===== config.mk =====
export PLATFORM = sky130hd
export DESIGN_NAME = spike_group_decoder
export DESIGN_NICKNAME = d
export VERILOG_FILES = /design/src/rtl/spike_group_decoder.sv
export SDC_FILE = /design/constraint.sdc
export NUM_CORES = 1
export LEC_CHECK = 0
export CAP_MARGIN = 20
export CORE_MARGIN = 2
export CORE_UTILIZATION = 60
export CTS_BUF_LIST = sky130_fd_sc_hd__clkbuf_16
export CTS_CLUSTER_DIAMETER = 30
export DETAILED_ROUTE_END_ITERATION = 16
export PLACE_DENSITY_LB_ADDON = 0.1
export RECOVER_POWER = 50
export REMOVE_ABC_BUFFERS = 1
export SLEW_MARGIN = 10
export SYNTH_ARGS = -nofsm -noshare
export SYNTH_HDL_FRONTEND = slang
export SYNTH_SLANG_ARGS = --single-unit
export TNS_END_PERCENT = 5

===== constraint.sdc =====
create_clock -name clk -period 9 [get_ports clk]
set_input_delay 1.35 -clock clk [delete_from_list [all_inputs] [get_ports clk]]
set_output_delay 1.35 -clock clk [all_outputs]
set_load 0.02 [all_outputs]

===== src/rtl/spike_group_decoder.sv =====
`default_nettype none
// ============================================================================
//  Module      : spike_group_decoder
//  Description : Counts spikes per neuron over a fixed window and picks the
//                dominant neuron group. A (group, firing mask) decision has to
//                repeat over CONFIRM_CNT consecutive windows before it is
//                confirmed. Each newly confirmed decision is queued into a
//                valid/ready event FIFO.
//  Ports       : clk, rst_n (async, active-low), clear (sync soft clear)
//                spike_in    - one spike bit per neuron per cycle
//                win_strobe  - pulse in the COMPARE cycle
//                cur_valid/cur_group/cur_mask - last confirmed decision
//                ev_valid/ev_ready/ev_group/ev_mask - event FIFO head
//                fifo_full   - event FIFO holds FIFO_DEPTH entries
//                drop_cnt    - saturating dropped-event counter
//                              (only with SPIKE_DEC_DROP_CNT_EN defined)
//  Config      : `define SPIKE_DEC_DROP_CNT_EN adds the drop_cnt output.
//  Revision    : 1.0 - initial release
// ============================================================================
module spike_group_decoder #(
  parameter int NUM_NEURONS = 8,
  parameter int GROUP_SIZE  = 2,
  parameter int WINDOW_SIZE = 16,
  parameter int FIRE_THRESH = 4,
  parameter int CONFIRM_CNT = 2,
  parameter int FIFO_DEPTH  = 4
) (
  input  logic                                         clk,
  input  logic                                         rst_n,
  input  logic                                         clear,
  input  logic [NUM_NEURONS-1:0]                       spike_in,
  output logic                                         win_strobe,
  output logic                                         cur_valid,
  output logic [$clog2(NUM_NEURONS/GROUP_SIZE)-1:0]    cur_group,
  output logic [GROUP_SIZE-1:0]                        cur_mask,
  output logic                                         ev_valid,
  input  logic                                         ev_ready,
  output logic [$clog2(NUM_NEURONS/GROUP_SIZE)-1:0]    ev_group,
  output logic [GROUP_SIZE-1:0]                        ev_mask,
`ifdef SPIKE_DEC_DROP_CNT_EN
  output logic [7:0]                                   drop_cnt,
`endif
  output logic                                         fifo_full
);

  localparam int c_num_groups = NUM_NEURONS / GROUP_SIZE;
  localparam int c_gw         = $clog2(c_num_groups);
  localparam int c_cnt_w      = $clog2(WINDOW_SIZE + 1);
  localparam int c_sum_w      = c_cnt_w + $clog2(GROUP_SIZE);
  localparam int c_win_w      = $clog2(WINDOW_SIZE);
  localparam int c_strk_w     = $clog2(CONFIRM_CNT + 1);
  localparam int c_ptr_w      = $clog2(FIFO_DEPTH);
  localparam int c_occ_w      = c_ptr_w + 1;

  typedef enum logic [0:0] {
    S_COUNT   = 1'b0,
    S_COMPARE = 1'b1
  } state_t;

  state_t                    r_state;
  logic [c_win_w-1:0]        r_win_cnt;
  logic [c_cnt_w-1:0]        r_cnt [NUM_NEURONS];
  logic [c_strk_w-1:0]       r_streak;
  logic [c_gw-1:0]           r_cand_group;
  logic [GROUP_SIZE-1:0]     r_cand_mask;
  logic                      r_cur_valid;
  logic [c_gw-1:0]           r_cur_group;
  logic [GROUP_SIZE-1:0]     r_cur_mask;

  logic [c_gw-1:0]           r_mem_group [FIFO_DEPTH];
  logic [GROUP_SIZE-1:0]     r_mem_mask  [FIFO_DEPTH];
  logic [c_ptr_w-1:0]        r_wr_ptr;
  logic [c_ptr_w-1:0]        r_rd_ptr;
  logic [c_occ_w-1:0]        r_occ;

  logic [c_sum_w-1:0]        w_sum   [c_num_groups];
  logic [GROUP_SIZE-1:0]     w_gmask [c_num_groups];
  logic [c_gw-1:0]           w_best;
  logic [c_sum_w-1:0]        w_best_sum;
  logic                      w_tie;
  logic [GROUP_SIZE-1:0]     w_dec_mask;
  logic                      w_dec_valid;
  logic                      w_do_compare;
  logic                      w_match;
  logic [c_strk_w-1:0]       w_streak_nxt;
  logic                      w_confirm;
  logic                      w_emit;
  logic                      w_full;
  logic                      w_pop;
  logic                      w_push;
  logic                      w_drop;

  // A clear in the COMPARE cycle suppresses the whole decision.
  assign w_do_compare = (r_state == S_COMPARE) && !clear;

  // Per-group sums and firing masks from the final window counts.
  always_comb begin
    for (int g = 0; g < c_num_groups; g++) begin
      w_sum[g]   = '0;
      w_gmask[g] = '0;
      for (int b = 0; b < GROUP_SIZE; b++) begin
        w_sum[g]      = w_sum[g] + c_sum_w'(r_cnt[g*GROUP_SIZE + b]);
        w_gmask[g][b] = (r_cnt[g*GROUP_SIZE + b] >= c_cnt_w'(FIRE_THRESH));
      end
    end
  end

  // Strictly-largest search; a later larger sum cancels an earlier tie.
  always_comb begin
    w_best     = '0;
    w_best_sum = w_sum[0];
    w_tie      = 1'b0;
    for (int g = 1; g < c_num_groups; g++) begin
      if (w_sum[g] > w_best_sum) begin
        w_best     = c_gw'(g);
        w_best_sum = w_sum[g];
        w_tie      = 1'b0;
      end else if (w_sum[g] == w_best_sum) begin
        w_tie = 1'b1;
      end
    end
    w_dec_mask  = w_gmask[w_best];
    w_dec_valid = !w_tie && (w_best_sum != '0) && (w_dec_mask != '0);
  end

  always_comb begin
    w_match = (r_cand_group == w_best) && (r_cand_mask == w_dec_mask);
    if (!w_match) begin
      w_streak_nxt = c_strk_w'(1);
    end else if (r_streak == c_strk_w'(CONFIRM_CNT)) begin
      w_streak_nxt = r_streak;
    end else begin
      w_streak_nxt = r_streak + c_strk_w'(1);
    end
    w_confirm = (w_streak_nxt == c_strk_w'(CONFIRM_CNT));
    w_emit    = w_do_compare && w_dec_valid && w_confirm &&
                (!r_cur_valid || (r_cur_group != w_best) || (r_cur_mask != w_dec_mask));
  end

  // Window FSM, spike counters and confirmation tracking.
  always_ff @(posedge clk or negedge rst_n) begin
    if (!rst_n) begin
      r_state      <= S_COUNT;
      r_win_cnt    <= '0;
      for (int i = 0; i < NUM_NEURONS; i++) r_cnt[i] <= '0;
      r_streak     <= '0;
      r_cand_group <= '0;
      r_cand_mask  <= '0;
      r_cur_valid  <= 1'b0;
      r_cur_group  <= '0;
      r_cur_mask   <= '0;
    end else if (clear) begin
      r_state      <= S_COUNT;
      r_win_cnt    <= '0;
      for (int i = 0; i < NUM_NEURONS; i++) r_cnt[i] <= '0;
      r_streak     <= '0;
      r_cand_group <= '0;
      r_cand_mask  <= '0;
    end else begin
      case (r_state)
        S_COUNT: begin
          for (int i = 0; i < NUM_NEURONS; i++)
            r_cnt[i] <= r_cnt[i] + c_cnt_w'(spike_in[i]);
          if (r_win_cnt == c_win_w'(WINDOW_SIZE - 1)) begin
            r_win_cnt <= '0;
            r_state   <= S_COMPARE;
          end else begin
            r_win_cnt <= r_win_cnt + c_win_w'(1);
          end
        end
        default: begin
          for (int i = 0; i < NUM_NEURONS; i++) r_cnt[i] <= '0;
          if (w_dec_valid) begin
            r_cand_group <= w_best;
            r_cand_mask  <= w_dec_mask;
            r_streak     <= w_streak_nxt;
          end
          if (w_emit) begin
            r_cur_valid <= 1'b1;
            r_cur_group <= w_best;
            r_cur_mask  <= w_dec_mask;
          end
          r_state <= S_COUNT;
        end
      endcase
    end
  end

  // Event FIFO. When full, a push is only accepted alongside a pop; the
  // popped head slot is then rewritten as the new tail.
  assign w_full = (r_occ == c_occ_w'(FIFO_DEPTH));
  assign w_pop  = (r_occ != '0) && ev_ready;
  assign w_push = w_emit && (!w_full || w_pop);
  assign w_drop = w_emit && w_full && !w_pop;

  always_ff @(posedge clk) begin
    if (w_push) begin
      r_mem_group[r_wr_ptr] <= w_best;
      r_mem_mask[r_wr_ptr]  <= w_dec_mask;
    end
  end

  always_ff @(posedge clk or negedge rst_n) begin
    if (!rst_n) begin
      r_wr_ptr <= '0;
      r_rd_ptr <= '0;
      r_occ    <= '0;
    end else begin
      if (w_push) r_wr_ptr <= r_wr_ptr + c_ptr_w'(1);
      if (w_pop)  r_rd_ptr <= r_rd_ptr + c_ptr_w'(1);
      if (w_push && !w_pop)      r_occ <= r_occ + c_occ_w'(1);
      else if (!w_push && w_pop) r_occ <= r_occ - c_occ_w'(1);
    end
  end

`ifdef SPIKE_DEC_DROP_CNT_EN
  logic [7:0] r_drop_cnt;

  always_ff @(posedge clk or negedge rst_n) begin
    if (!rst_n) begin
      r_drop_cnt <= '0;
    end else if (w_drop && (r_drop_cnt != 8'hFF)) begin
      r_drop_cnt <= r_drop_cnt + 8'd1;
    end
  end

  assign drop_cnt = r_drop_cnt;
`else
  // Drops are silent in this build.
  logic w_unused_drop;
  assign w_unused_drop = w_drop;
`endif

  assign win_strobe = w_do_compare;
  assign cur_valid  = r_cur_valid;
  assign cur_group  = r_cur_group;
  assign cur_mask   = r_cur_mask;
  assign ev_valid   = (r_occ != '0);
  // Head storage is not reset; gate it so idle outputs read zero.
  assign ev_group   = ev_valid ? r_mem_group[r_rd_ptr] : '0;
  assign ev_mask    = ev_valid ? r_mem_mask[r_rd_ptr]  : '0;
  assign fifo_full  = w_full;

endmodule
`default_nettype wire


==> metrics, run 1 <==
clk root buf=clkbuf_16; CTS Sinks=79; register area share after synthesis=39.17%; Peak supply drop=0.1542 mV; worst r2r path cells=39; grt met1 use=30.15%; hold slack=0.4952 ns; Port Buffer Count=23; critical path type=flip-flop to flip-flop; synth unique cells=64; prevailing post-synth register cell=dfrtp_1; synthesized area per cell=10.50 sq um; core area=0.008593 sq mm; r2r setup slk=0.59 ns; Critical path destination=r_occ[2]; Clock Pin Slew Worst Setup and Hold Paths=0.06 ns; Post-synth EDFFs=16; RePlAce Congestion=0.9249; maximum fanout along the worst path=15; met2 GRT Util=39.58%; most frequent cell on the critical path=ha_1; total grt overflow=0; initial drt markers=138; CP max stage delay=0.45 ns; Worst Setup SP=r_cnt[21]; final hold violations=0; layout filler cell count=676; Vias=3,789; Final Cycle Share=93.45%; Slew @ Worst Pin=3.371 ns; initial cell density of the core=61.11%; first-pass GRT wire length=17.97 mm; WL/cell=16.32 um; upper clock frequency limit=118.9 MHz; ANT cells=0; drt drc=0; crit start category=flip-flop; relative slew slack=-124.7%; Max Clock Skew=0.006732 ns; # H-tree levels=3; Synth Register Bits=79; clk_lat worst skew=0.34 ns; min Tclk post-route=8.410 ns; Area growth syn-to-layout=13.20%; total track usage=23.52%; die area=0.009516 sq mm; critical path required time=9.27 ns; status=finished with violations; TritonCTS Buffers=9; Post-synth ARST share=79.75%; chip height=97.55 um; Cells after Synth=500; Pwr per Cell Area=248.6 mW/mm^2; met3 GRT Util=3.381%; hold crit path type=flip-flop to flip-flop; Leak=2.838 nW; Worst Path Arrival=8.68 ns; Die X=97.55 um; Crit. End Element=flip-flop; yosys warns=0; R2R Path End=r_occ[2]; Slew Limit Fails=90; slowest library cell on the worst path=a21oi_1; CTS tree=built; GR peak layer=met2; Max Root-Sink Buffers=2; Post-Place Cells=625; FP Rows=34; Final nets=608; post-DP HPWL=7.736 mm; drt via density=5.865; initial antenna violation count=0; share of cells above drive strength 1=10.59%; Post-CTS Hold Buffers=0; failing checks=capacitance limit, slew limit; drt pass-1 iters=5; synthesized area=0.005251 sq mm; maxcap violations=2; Final Setup Violations=0; worst r2r src=r_cnt[21]; Post-Route WL=10.54 mm; largest net degree at the start of global routing=64; vias in the first global route=3,802; ANT nets after route=0; IO Count=24; fin cells=646
==> stage by stage <==
step            TNS, ns  power [mW]  util, %  setup WS [ns]  instance area [sq um]
2_1_floorplan         0      0.8680        -         0.1079                   5195
3_3_place_gp          0       1.027    65.17         0.5360                   5600
3_5_place_dp          0       1.039    65.17         0.3267                   5600
4_1_cts               0       1.418    68.72         0.2776                   5906
5_1_grt        -0.02657       1.574    69.18       -0.02657                   5944
6_report              0       1.478    69.18         0.5896                   5944
==> how the worst min path moves through the flow <==
stage	from	to	cells after the start	slack, ns
finish	r_occ[2]	r_occ[2]	1	0.50
global route	r_occ[2]	r_occ[2]	1	0.51
CTS	r_occ[2]	r_occ[2]	1	0.49
detailed placement	r_occ[2]	r_occ[2]	1	0.48
global placement	r_occ[2]	r_occ[2]	1	0.47
floorplan	r_occ[2]	r_occ[2]	1	0.45
==> power breakdown <==
group	internal, mW	switching, mW	leakage (nW)
sequential	0.409	0.00886	1.01
combinational	0.276	0.404	1.68
clock	0.219	0.161	0.148
==> Yosys cell counts (all sizes together), types with 3 or more instances <==
cell,number,share of area (%)
ha,58,14
nand3,23,2.3
a22o,5,0.83
inv,30,2.1
nor2,51,3.6
mux2i,6,1.1
nor3,11,1.0
a211oi,5,1.1
o21ai,18,1.7
mux2,8,1.8
fa,5,1.9
xor2,26,4.5
a31oi,4,0.48
xnor2,23,4.5
a211o,4,0.67
and2,22,2.6
or3,4,0.48
clkbuf,10,0.71
edfxtp,16,9.1
nor2b,7,0.83
mux4,4,1.7
a21oi,22,2.2
or4,3,0.43
dfrtp,63,30
nand2,15,1.1
nand4,5,0.88
nand2b,9,1.1
o31ai,4,0.67
a21o,11,1.6
==> cell usage in the layout, fill, tap and decap left out, types with 9 or more instances in the layout <==
master,count
dfrtp_1,63
ha_1,58
nor2_1,51
inv_1,30
xor2_1,25
nand3_1,22
and2_1,21
xnor2_1,20
clkdlybuf4s50_1,20
a21oi_1,19
edfxtp_1,16
o21ai_0,15
nand2_1,15
a21o_1,11
nor3_1,11
buf_4,10
nand2b_1,9
clkbuf_16,9
==> registers in the layout, summed over array words and instances, names as in the netlist <==
register,count
r_mem_mask,8
r_occ,3
r_win_cnt,4
r_rd_ptr,2
r_wr_ptr,2
r_cnt,40
r_state,1
cur_group,2
r_cand_mask,2
cur_valid,1
r_streak,2
cur_mask,2
r_mem_group,8
r_cand_group,2
==> cell families after synthesis <==
logic type	count (synthesis)	synth area share, %
mux	18	4.646
buf+inv	42	3.217
fa+ha+maj	63	15.73
flops	79	39.17
compound gates	89	12.29
xor+xnor	49	8.959
simple gates	160	15.99
==> layout make-up <==
| type | instances | area (sq um) | share of cell area [%] |
|---|---|---|---|
| clock inverters | 7 | 80.08 | 1.347 |
| multi-input cells | 379 | 3030 | 50.98 |
| clock buffers | 9 | 225.2 | 3.789 |
| inverters | 30 | 112.6 | 1.894 |
| repair buffers | 34 | 304.0 | 5.115 |
| flip-flops and latches | 79 | 2057 | 34.60 |
| well taps | 108 | 135.1 | 2.273 |
==> timing repair <==
action / CTS / global route
buffers inserted: 0 / 5
gates resized for setup: 0 / 5
endpoints found under the setup margin: 0 / 17
==> critical path: cells and delay by family, from the launching register on <==
kind	cells	cell delay [ns]
fa+ha+maj	6	1.82
compound gates	15	3.58
simple gates	10	1.37
flops	1	0.43
mux	1	0.11
buf+inv	4	0.60
xor+xnor	3	0.41
==> layer usage <==
metal	vias up	wire length, um
met2	107	5076
met1	1820	4733
li1	1836	-
met3	26	402
met4	0	330
met5	-	0
Power figures use the tool's default switching activity.
==> run 2, diff against run 1 <==
--- a/config.mk
+++ b/config.mk
@@ -6,6 +6,7 @@
 export NUM_CORES = 1
 export LEC_CHECK = 0
 export CAP_MARGIN = 20
+export CORE_ASPECT_RATIO = 1.75
 export CORE_MARGIN = 2
 export CORE_UTILIZATION = 60
 export CTS_BUF_LIST = sky130_fd_sc_hd__clkbuf_16
==> run 2 against run 1 <==
Effect of this change:
- clock skew about the same
- total power rose by 3.9%
- routed wire length rose by 11%
- final cell count increased by 2.2%
- the flow still finishes with violations (capacitance limit, slew limit)
- die area up 0.32%
- via count up 2.2%
- highest routed layer unchanged
- flip-flop and latch count did not move
==> metrics, run 2 (synthesis results as in run 1) <==
Final Setup Violations=0 (unchanged); layout filler cell count=707 (+4.6%); multi-input logic area=0.003053 sq mm (+0.74%); WL/cell=17.66 um (+8.2%); min setup slack post-route=0.6309 ns (+0.04134 ns); max reg flops=40 (unchanged); largest net degree at the start of global routing=64 (unchanged); final hold violations=0 (unchanged); crit start category=flip-flop; sequential share of power=27.2% (-1.1 points); hold crit path type=flip-flop to flip-flop; share of cells above drive strength 1=11.05% (+0.45 points); FP Rows=45 (+32%); ANT cells=0 (unchanged); Crit. End Element=flip-flop; Worst Path Arrival=8.63 ns (-0.05 ns); total grt overflow=0 (unchanged); Clk pwr share=26.6% (+0.9 points); crit-path leading delay family=compound AO/OA/AOI/OAI gates; initial antenna violation count=0 (unchanged); FF/Latch Area=0.002057 sq mm (unchanged); # H-tree levels=3 (unchanged); biggest regs=r_cnt (40), r_mem_group (8), r_mem_mask (8); drt pass-1 iters=5 (unchanged); core area=0.008615 sq mm (+0.25%); Net Sw Frac=37.75% (-1.1 points); maxcap violations=2 (unchanged); relative slew slack=-129.1% (-4.4 points); final instance area=0.006051 sq mm (+1.8%); combinational share of power=46.1% (about the same); TritonCTS Buffers=9 (unchanged); commonest non-fill, non-tap cell in the layout=dfrtp_1; Final nets=613 (+0.82%); clk root buf=clkbuf_16; Die X=74.72 um (-23%); CTS Sinks=79 (unchanged); die area=0.009546 sq mm (+0.32%); IO Count=24 (unchanged); critical path type=flip-flop to flip-flop; Clock Pin Slew Worst Setup and Hold Paths=0.06 ns (about the same); chip height=127.8 um (+31%); drt via density=5.865 (about the same); Max Clock Skew=0.006590 ns (-0.0001417 ns); CP Buf/Inv Count=5 (+1); Area growth syn-to-layout=15.23%; drt drc=0 (unchanged); status=finished with violations; Leak=2.881 nW (+1.5%); clk_lat worst skew=0.34 ns (about the same); Post-Route WL=11.66 mm (+11%); Vias=3,871 (+2.2%); most frequent cells in the layout=63 x dfrtp_1, 58 x ha_1, 51 x nor2_1; ANT nets after route=0 (unchanged); Final Util=70.24% (+1.1 points); Post-Place Cells=636 (+1.8%); maximum fanout along the worst path=8 (-7); initial drt markers=159 (+15%); CTS tree=built; min Tclk post-route=8.369 ns (-0.04134 ns); P_sw=0.5796 mW (+1.1%); initial cell density of the core=60.96% (-0.15 points); slowest library cell on the worst path=dfrtp_1; Peak supply drop=0.1617 mV (+4.9%); first-pass GRT wire length=19.15 mm (+6.6%); Post-DP Area=0.005627 sq mm (+0.47%); Port Buffer Count=23 (unchanged); Final Cycle Share=92.99% (-0.46 points); total power=1.535 mW (+3.9%); fin cells=660 (+2.2%); upper clock frequency limit=119.5 MHz (+0.49%); RePlAce Congestion=0.9276 (+0.29%); dpl ws=0.01352 ns (-0.3132 ns); CP max stage delay=0.43 ns (-0.02 ns); Slew @ Worst Pin=3.436 ns (+0.06587 ns); post-DP HPWL=8.929 mm (+15%); Post-CTS Hold Buffers=0 (unchanged); Slew Limit Fails=90 (unchanged); Largest Register=r_cnt; total track usage=26.56% (+3.0 points); Pwr per Cell Area=253.8 mW/mm^2 (+2.1%); Max Root-Sink Buffers=2 (unchanged); failing checks=capacitance limit, slew limit; Power Internal=0.9558 mW (+5.7%); critical path required time=9.26 ns (about the same); vias in the first global route=4,066 (+6.9%)
## run 2: through the flow
step | hold slack (ns) | TNS [ns]
after floorplan | 0.4487 | 0
after global placement | 0.4772 | 0
after detailed placement | 0.4783 | 0
after CTS | 0.4897 | 0
after global routing | 0.5058 | -0.02578
final | 0.4852 | 0
## run 2: what timing repair did
| action | CTS | global route |
|---|---|---|
| resized for setup | 0 | 5 |
| buffers inserted | 1 | 7 |
| pin swaps | 1 | 5 |
| gates cloned | 0 | 0 |
| setup endpoints to repair | 1 | 25 |
## run 2: path summary, 6_finish.rpt
path                                endpoint  slack [ns]  startpoint  cells past startpoint
min in group asynchronous       r_win_cnt[2]        2.25       rst_n                      2
worst max register to register      r_occ[2]        0.63   r_cnt[21]                     42
worst min register to register      r_occ[2]        0.49    r_occ[2]                      1
max in group asynchronous       cur_group[1]        4.78       rst_n                      2
worst min-delay path                r_occ[2]        0.49    r_occ[2]                      1
worst max-delay path                r_occ[2]        0.63   r_cnt[21]                     42
## run 2: final cells by class
cell class / instances / area share (%)
multi-input combinational: 379 / 50.45
timing repair buffer: 39 / 5.645
clock inverter: 6 / 1.489
inverter: 30 / 1.861
tap: 117 / 2.419
clock buffer: 10 / 4.136
sequential: 79 / 34.00
## run 2: power by group through the flow
stage / registers (mW) / clock network [mW] / logic [mW]
2_1_floorplan: 0.423 / 0 / 0.445
3_3_place_gp: 0.424 / 0 / 0.640
3_5_place_dp: 0.425 / 0 / 0.652
4_1_cts: 0.418 / 0.415 / 0.655
5_1_grt: 0.420 / 0.432 / 0.781
6_report: 0.418 / 0.409 / 0.708
## run 2: worst reg2reg max path: cells and delay by family (launching register included)
kind                       cells  cell delay [ns]
AOI/OAI and AO/OA             18             4.00
xor gates and xnor gates       2             0.31
adders and majority gates      6             1.70
buffers and inverters          5             0.56
DFF                            1             0.43
muxes                          1             0.12
and+or+nand+nor               10             1.17
## run 2: metal layers
metal | wire length (um) | global-route usage (%) | vias to the layer above | share of wire (%)
met5 | 0 | 0 | - | 0
met4 | 477 | 12.71 | 0 | 4.1
met3 | 266 | 4.324 | 29 | 2.3
met2 | 6729 | 50.86 | 76 | 58
met1 | 4184 | 26.22 | 1904 | 36
li1 | - | - | 1862 | -
==> run 3, diff against run 2 <==
--- a/config.mk
+++ b/config.mk
@@ -5,7 +5,6 @@
 export SDC_FILE = /design/constraint.sdc
 export NUM_CORES = 1
 export LEC_CHECK = 0
-export CAP_MARGIN = 20
 export CORE_ASPECT_RATIO = 1.75
 export CORE_MARGIN = 2
 export CORE_UTILIZATION = 60
==> results of run 3 <==
Final layout, timing and power as in run 2 (identical DEF).
